<file path="src/rtl/usb_fifo_pkt.sv">
// usb_fifo_pkt: bit-addressed packet FIFO with independent write/read word
// widths and speculative pointers on both sides.
//   Write side: wr_en/wr_data store words at the speculative wr_ptr.
//               wr_commit publishes them to the reader.
//               wr_drop rewinds wr_ptr to the committed wr_base.
//   Read side:  rd_data shows the word at the speculative rd_ptr.
//               rd_en advances rd_ptr. rd_commit frees the space read so far.
//               rd_rewind rewinds rd_ptr to the committed rd_base.
//   Status:     fifo_full, fifo_empty, wr_free, rd_avail are combinational
//               from the pointers. wr_ovf is a registered pulse raised when a
//               write hits a full FIFO.
module usb_fifo_pkt #(
    parameter int ADDR_WIDTH  = 5,
    parameter int WDATA_WIDTH = 3,
    parameter int RDATA_WIDTH = 0
) (
    input  logic                          clk,
    input  logic                          rst1_sync,
    input  logic                          wr_en,
    input  logic [(1<<WDATA_WIDTH)-1:0]   wr_data,
    input  logic                          wr_commit,
    input  logic                          wr_drop,
    input  logic                          rd_en,
    output logic [(1<<RDATA_WIDTH)-1:0]   rd_data,
    input  logic                          rd_commit,
    input  logic                          rd_rewind,
    output logic                          fifo_full,
    output logic                          fifo_empty,
    output logic [ADDR_WIDTH:0]           wr_free,
    output logic [ADDR_WIDTH:0]           rd_avail,
    output logic                          wr_ovf
);
    localparam int FIFO_LENGTH = 1 << ADDR_WIDTH;
    localparam int WW = 1 << WDATA_WIDTH;
    localparam int RW = 1 << RDATA_WIDTH;
    localparam int PW = ADDR_WIDTH + 1;

    logic [FIFO_LENGTH-1:0] mem;
    logic [PW-1:0] wr_ptr, wr_base, rd_ptr, rd_base;
    logic [PW-1:0] wr_ptr_next, rd_ptr_next;
    logic          wr_acc, rd_acc;

    // Pointers carry one extra lap bit, so modulo subtraction tells a full
    // FIFO (equal low bits, different lap) apart from an empty one.
    // Each side judges space against the other side's committed pointer.
    assign wr_free    = PW'(FIFO_LENGTH) - (wr_ptr - rd_base);
    assign rd_avail   = wr_base - rd_ptr;
    assign fifo_full  = wr_free < PW'(WW);
    assign fifo_empty = rd_avail < PW'(RW);

    // Show-ahead read. Read pointers stay RW-aligned, so the shifted word
    // never straddles the top of the memory.
    assign rd_data = RW'(mem >> rd_ptr[ADDR_WIDTH-1:0]);

    assign wr_acc      = wr_en & ~fifo_full & ~wr_drop;
    assign rd_acc      = rd_en & ~fifo_empty & ~rd_rewind;
    assign wr_ptr_next = wr_ptr + (wr_acc ? PW'(WW) : PW'(0));
    assign rd_ptr_next = rd_ptr + (rd_acc ? PW'(RW) : PW'(0));

    always_ff @(posedge clk) begin
        if (rst1_sync) begin
            mem     <= '0;
            wr_ptr  <= '0;
            wr_base <= '0;
            rd_ptr  <= '0;
            rd_base <= '0;
            wr_ovf  <= 1'b0;
        end else begin
            // A drop discards the whole uncommitted packet. It also discards
            // any write or commit issued in the same cycle.
            if (wr_drop) begin
                wr_ptr <= wr_base;
            end else begin
                if (wr_acc)
                    mem[wr_ptr[ADDR_WIDTH-1:0] +: WW] <= wr_data;
                wr_ptr <= wr_ptr_next;
                if (wr_commit)
                    wr_base <= wr_ptr_next;
            end

            if (rd_rewind) begin
                rd_ptr <= rd_base;
            end else begin
                rd_ptr <= rd_ptr_next;
                if (rd_commit)
                    rd_base <= rd_ptr_next;
            end

            wr_ovf <= wr_en & fifo_full;
        end
    end
endmodule

</file>
<file path="config.mk">
export PLATFORM = sky130hd
export DESIGN_NAME = usb_fifo_pkt
export DESIGN_NICKNAME = d
export VERILOG_FILES = /design/src/rtl/usb_fifo_pkt.sv
export SDC_FILE = /design/constraint.sdc
export NUM_CORES = 1
export LEC_CHECK = 0
export CORE_MARGIN = 3
export CORE_UTILIZATION = 33
export DETAILED_ROUTE_END_ITERATION = 8
export PLACE_DENSITY = 0.47
export SLEW_MARGIN = 10
export SYNTH_ARGS = -nofsm -noshare
export SYNTH_HDL_FRONTEND = slang
export SYNTH_SLANG_ARGS = --single-unit
</file>
<file path="constraint.sdc">
create_clock -name clk -period 4.47 [get_ports clk]
set_clock_uncertainty 0.05 [all_clocks]
set_input_delay 0.894 -clock clk [delete_from_list [all_inputs] [get_ports clk]]
set_output_delay 0.894 -clock clk [all_outputs]
set_load 0.05 [all_outputs]
</file>
==> flow_metrics.py <==
metrics = {
    "global_routing": {
        "grt-ovfl-total": 0,
        "grt_max_degree": 35,
        "grt_pass1_vias": 4143,
        "antenna_found_initial": 0,
        "grt.total_usage_pct": 20.6,
        "grt_pass1_wl_um": 23400,
    },
    "finish": {
        "antenna_cells": 0,
        "syn2layout_area_growth_pct": 17.0,
        "fin_nets": 612,
        "layout-drive-gt1-share_pct": 11.9,
    },
    "drt": {
        "final_antenna_net_count": 0,
        "routed_wl_um": 14800,
        "firstDrtPassIters": 5,
        "avgViaCountPerCell": 5.81,
        "vias": 4360,
        "drtIter0Drc": 317,
        "drc_errors": 0,
        "wl_per_cell_um": 19.8,
    },
    "sta": {
        "tns_ns": 0,
        "max_freq_mhz": 246,
        "relSlewSlack_pct": 44.3,
        "final-hold-violation-count": 0,
        "finalSetupViolCount": 0,
        "final.min_clock_period_ns": 4.07,
        "maxSlewViolCount": 0,
        "timing.final.crit_share_pct": 91.0,
        "rsz0062_at_grt": "false",
        "worst_pin_slew_ns": 0.814,
    },
    "worst_setup_path": {
        "critPathCaptureType": "primary output",
        "reg2reg_depth": 16,
        "critPathKind": "flop to primary output",
        "worstPathArrival_ns": 3.13,
        "worst_path_max_delay_cell": "dfxtp_1",
        "critical_path.max_stage_delay_ns": 0.57,
        "timing.rr.start": "wr_ptr[1]",
        "critPathMaxFanout": 12,
        "cp-start-kind": "flop",
        "crit_chain": "inv_1, ha_1, ha_1, inv_1, fa_1, nand2b_1, a21oi_1, xnor2_2, nor2_1, buf_4",
        "rrSetupSlack_ns": 0.72,
        "cp.required_ns": 3.53,
        "cpLargestDelayFamily": "adder cells",
        "crit_cells": 10,
        "crit_start": "wr_ptr[1]",
        "crit_buf_inv": 3,
    },
    "die": {
        "fp.coreArea_um2": 13000,
        "die_y_um": 123,
        "ios": 32,
        "rows": 41,
        "fp.dieW_um": 123,
        "dieArea_um2": 15000,
        "initial_core_util_pct": 34.6,
    },
    "clocking": {
        "cts_repair_resize_count": 0,
        "clkLatencyLatePin_ns": 0.34,
        "cts_hold_buffers": 0,
        "cts_max_path_buffers": 2,
        "clkTransAtPathRegs_ns": 0.05,
        "cts_setup_buffers": 0,
        "clock_sinks": 57,
        "cts_tree": "built",
        "cts_made_buffers": 9,
        "cts_max_level": 3,
        "root_buffer": "clkbuf_16",
    },
    "flow_run": {
        "maxCapViolations": 0,
    },
    "logic_synthesis": {
        "syn_area_um2": 4490,
        "synthTopCellsByCount": "62 x nor2_1, 57 x a21oi_1, 57 x dfxtp_1",
        "yosys_warnings": 0,
        "syn_inst": 558,
        "ys_seq_area_share_pct": 25.4,
        "ys_ff_latch": 57,
        "synth_fp_nets": 597,
        "ys_types": 75,
        "synthArstFlopShare_pct": 0,
        "synth_area_leaders": "dfxtp_1 25%, mux4_2 6.5%, a21oi_1 6.4%",
        "yosysTopAreaCell": "dfxtp_1",
        "yosysMostFrequentCell": "nor2_1",
        "synthFlopType": "dfxtp_1",
        "synth_edf_count": 0,
        "syn_avg_cell_area_um2": 8.05,
        "yosysTopAreaCellShare_pct": 25.4,
    },
    "power_and_ir_drop": {
        "p_leak_nw": 1.91,
        "ir_worst_vdd_mv": 0.173,
        "p_total_mw": 1.73,
        "power_density_nw_per_um2": 329,
    },
    "placement": {
        "place.gp.congestion": 0.903,
        "dp_hpwl_um": 11200,
        "portBuffers": 31,
    },
    "outcome": {
        "status": "complete, no violations",
    },
    "hold_path": {
        "hold_start": "mem[27]",
        "worstHoldPathCells": 2,
        "hp-class": "flop to flop",
    },
}
routing by layer:
metal / share of wire, % / up-vias / routed length (um) / global-route usage (%)
met1: 42 / 2053 / 6270 / 26.6
li1: - / 2090 / - / -
met4: 3.4 / 0 / 505 / 7.35
met5: 0 / - / 0 / 0
met2: 47 / 180 / 6910 / 33.6
met3: 7.7 / 37 / 1140 / 5.16
worst paths after layout:
kind / to
worst max register to register: wr_ptr[5]
worst min-delay path: mem[27]
worst max-delay path: fifo_full
worst min register to register: mem[27]
power breakdown:
group	leakage (nW)	total [mW]	internal [mW]	switching (mW)
Sequential	0.462	0.537	0.526	0.0114
Clock	0.159	0.749	0.502	0.247
Combinational	1.29	0.442	0.157	0.285
layout by cell type (no fill, tap or decap), types with 4 or more instances in the layout:
cell             instances
a211oi_1                14
a21oi_1                 57
a311oi_1                 6
a31oi_1                  4
buf_4                   16
clkbuf_16                9
clkdlybuf4s50_1         29
dfxtp_1                 57
ha_1                    21
inv_1                   24
mux2_2                   7
mux2i_1                 18
mux4_2                  13
nand2_1                 51
nand2b_1                 6
nand3_1                 16
nor2_1                  62
nor2b_1                 10
nor3_1                   7
o211ai_1                 9
o21ai_0                 20
o21bai_1                 6
o22a_1                   4
o22ai_1                  8
o2bb2ai_1                4
o311a_1                  5
or3_1                    4
xnor2_1                 12
through the flow:
| step | worst slack, ns | hold WS, ns | area, um^2 | util (%) | instances |
|---|---|---|---|---|---|
| after global routing | 0.190 | 0.443 | 5250 | 40.5 | 750 |
| after CTS | 0.375 | 0.413 | 5250 | 40.5 | 750 |
| after floorplan | 0.304 | 0.382 | 4500 | - | 558 |
| final | 0.401 | 0.412 | 5250 | 40.5 | 750 |
| after detailed placement | 0.738 | 0.406 | 4930 | 38.0 | 734 |
| after global placement | 0.867 | 0.396 | 4930 | 38.0 | 734 |
final cells by class:
cell class                 count  area, um^2
tap                          172         215
sequential                    57        1140
clock inverter                 5        78.8
timing repair buffer          45         410
inverter                      27         101
multi-input combinational    433        3060
clock buffer                  11         243
fill                        1323        7720
cells by family after synthesis:
logic type	Yosys count	share of synthesized area, %
DFF	57	25.4
buffers and inverters	68	6.49
xor gates and xnor gates	16	3.29
AOI/OAI and AO/OA	172	26.1
muxes	38	12.3
and+or+nand+nor	184	19.7
adders and majority gates	23	6.74
state kept, by name, summed over array words and instances, names as in the netlist:
name / flops
mem: 32
rd_base: 6
rd_ptr: 6
wr_base: 6
wr_ovf: 1
wr_ptr: 6
worst register-to-register path: stages (launching register included):
cell and delay (ns):
dfxtp_1 0.57, inv_1 0.18, ha_1 0.33, ha_1 0.18, inv_1 0.06, fa_1 0.42
nand2b_1 0.20, a21oi_1 0.23, xnor2_2 0.19, o21ai_2 0.22, inv_2 0.16, ha_1 0.22
ha_1 0.19, xnor2_1 0.19, nor2_1 0.06, a21oi_1 0.13, nor2_1 0.05
No activity file was read; power rests on OpenSTA's default activity.
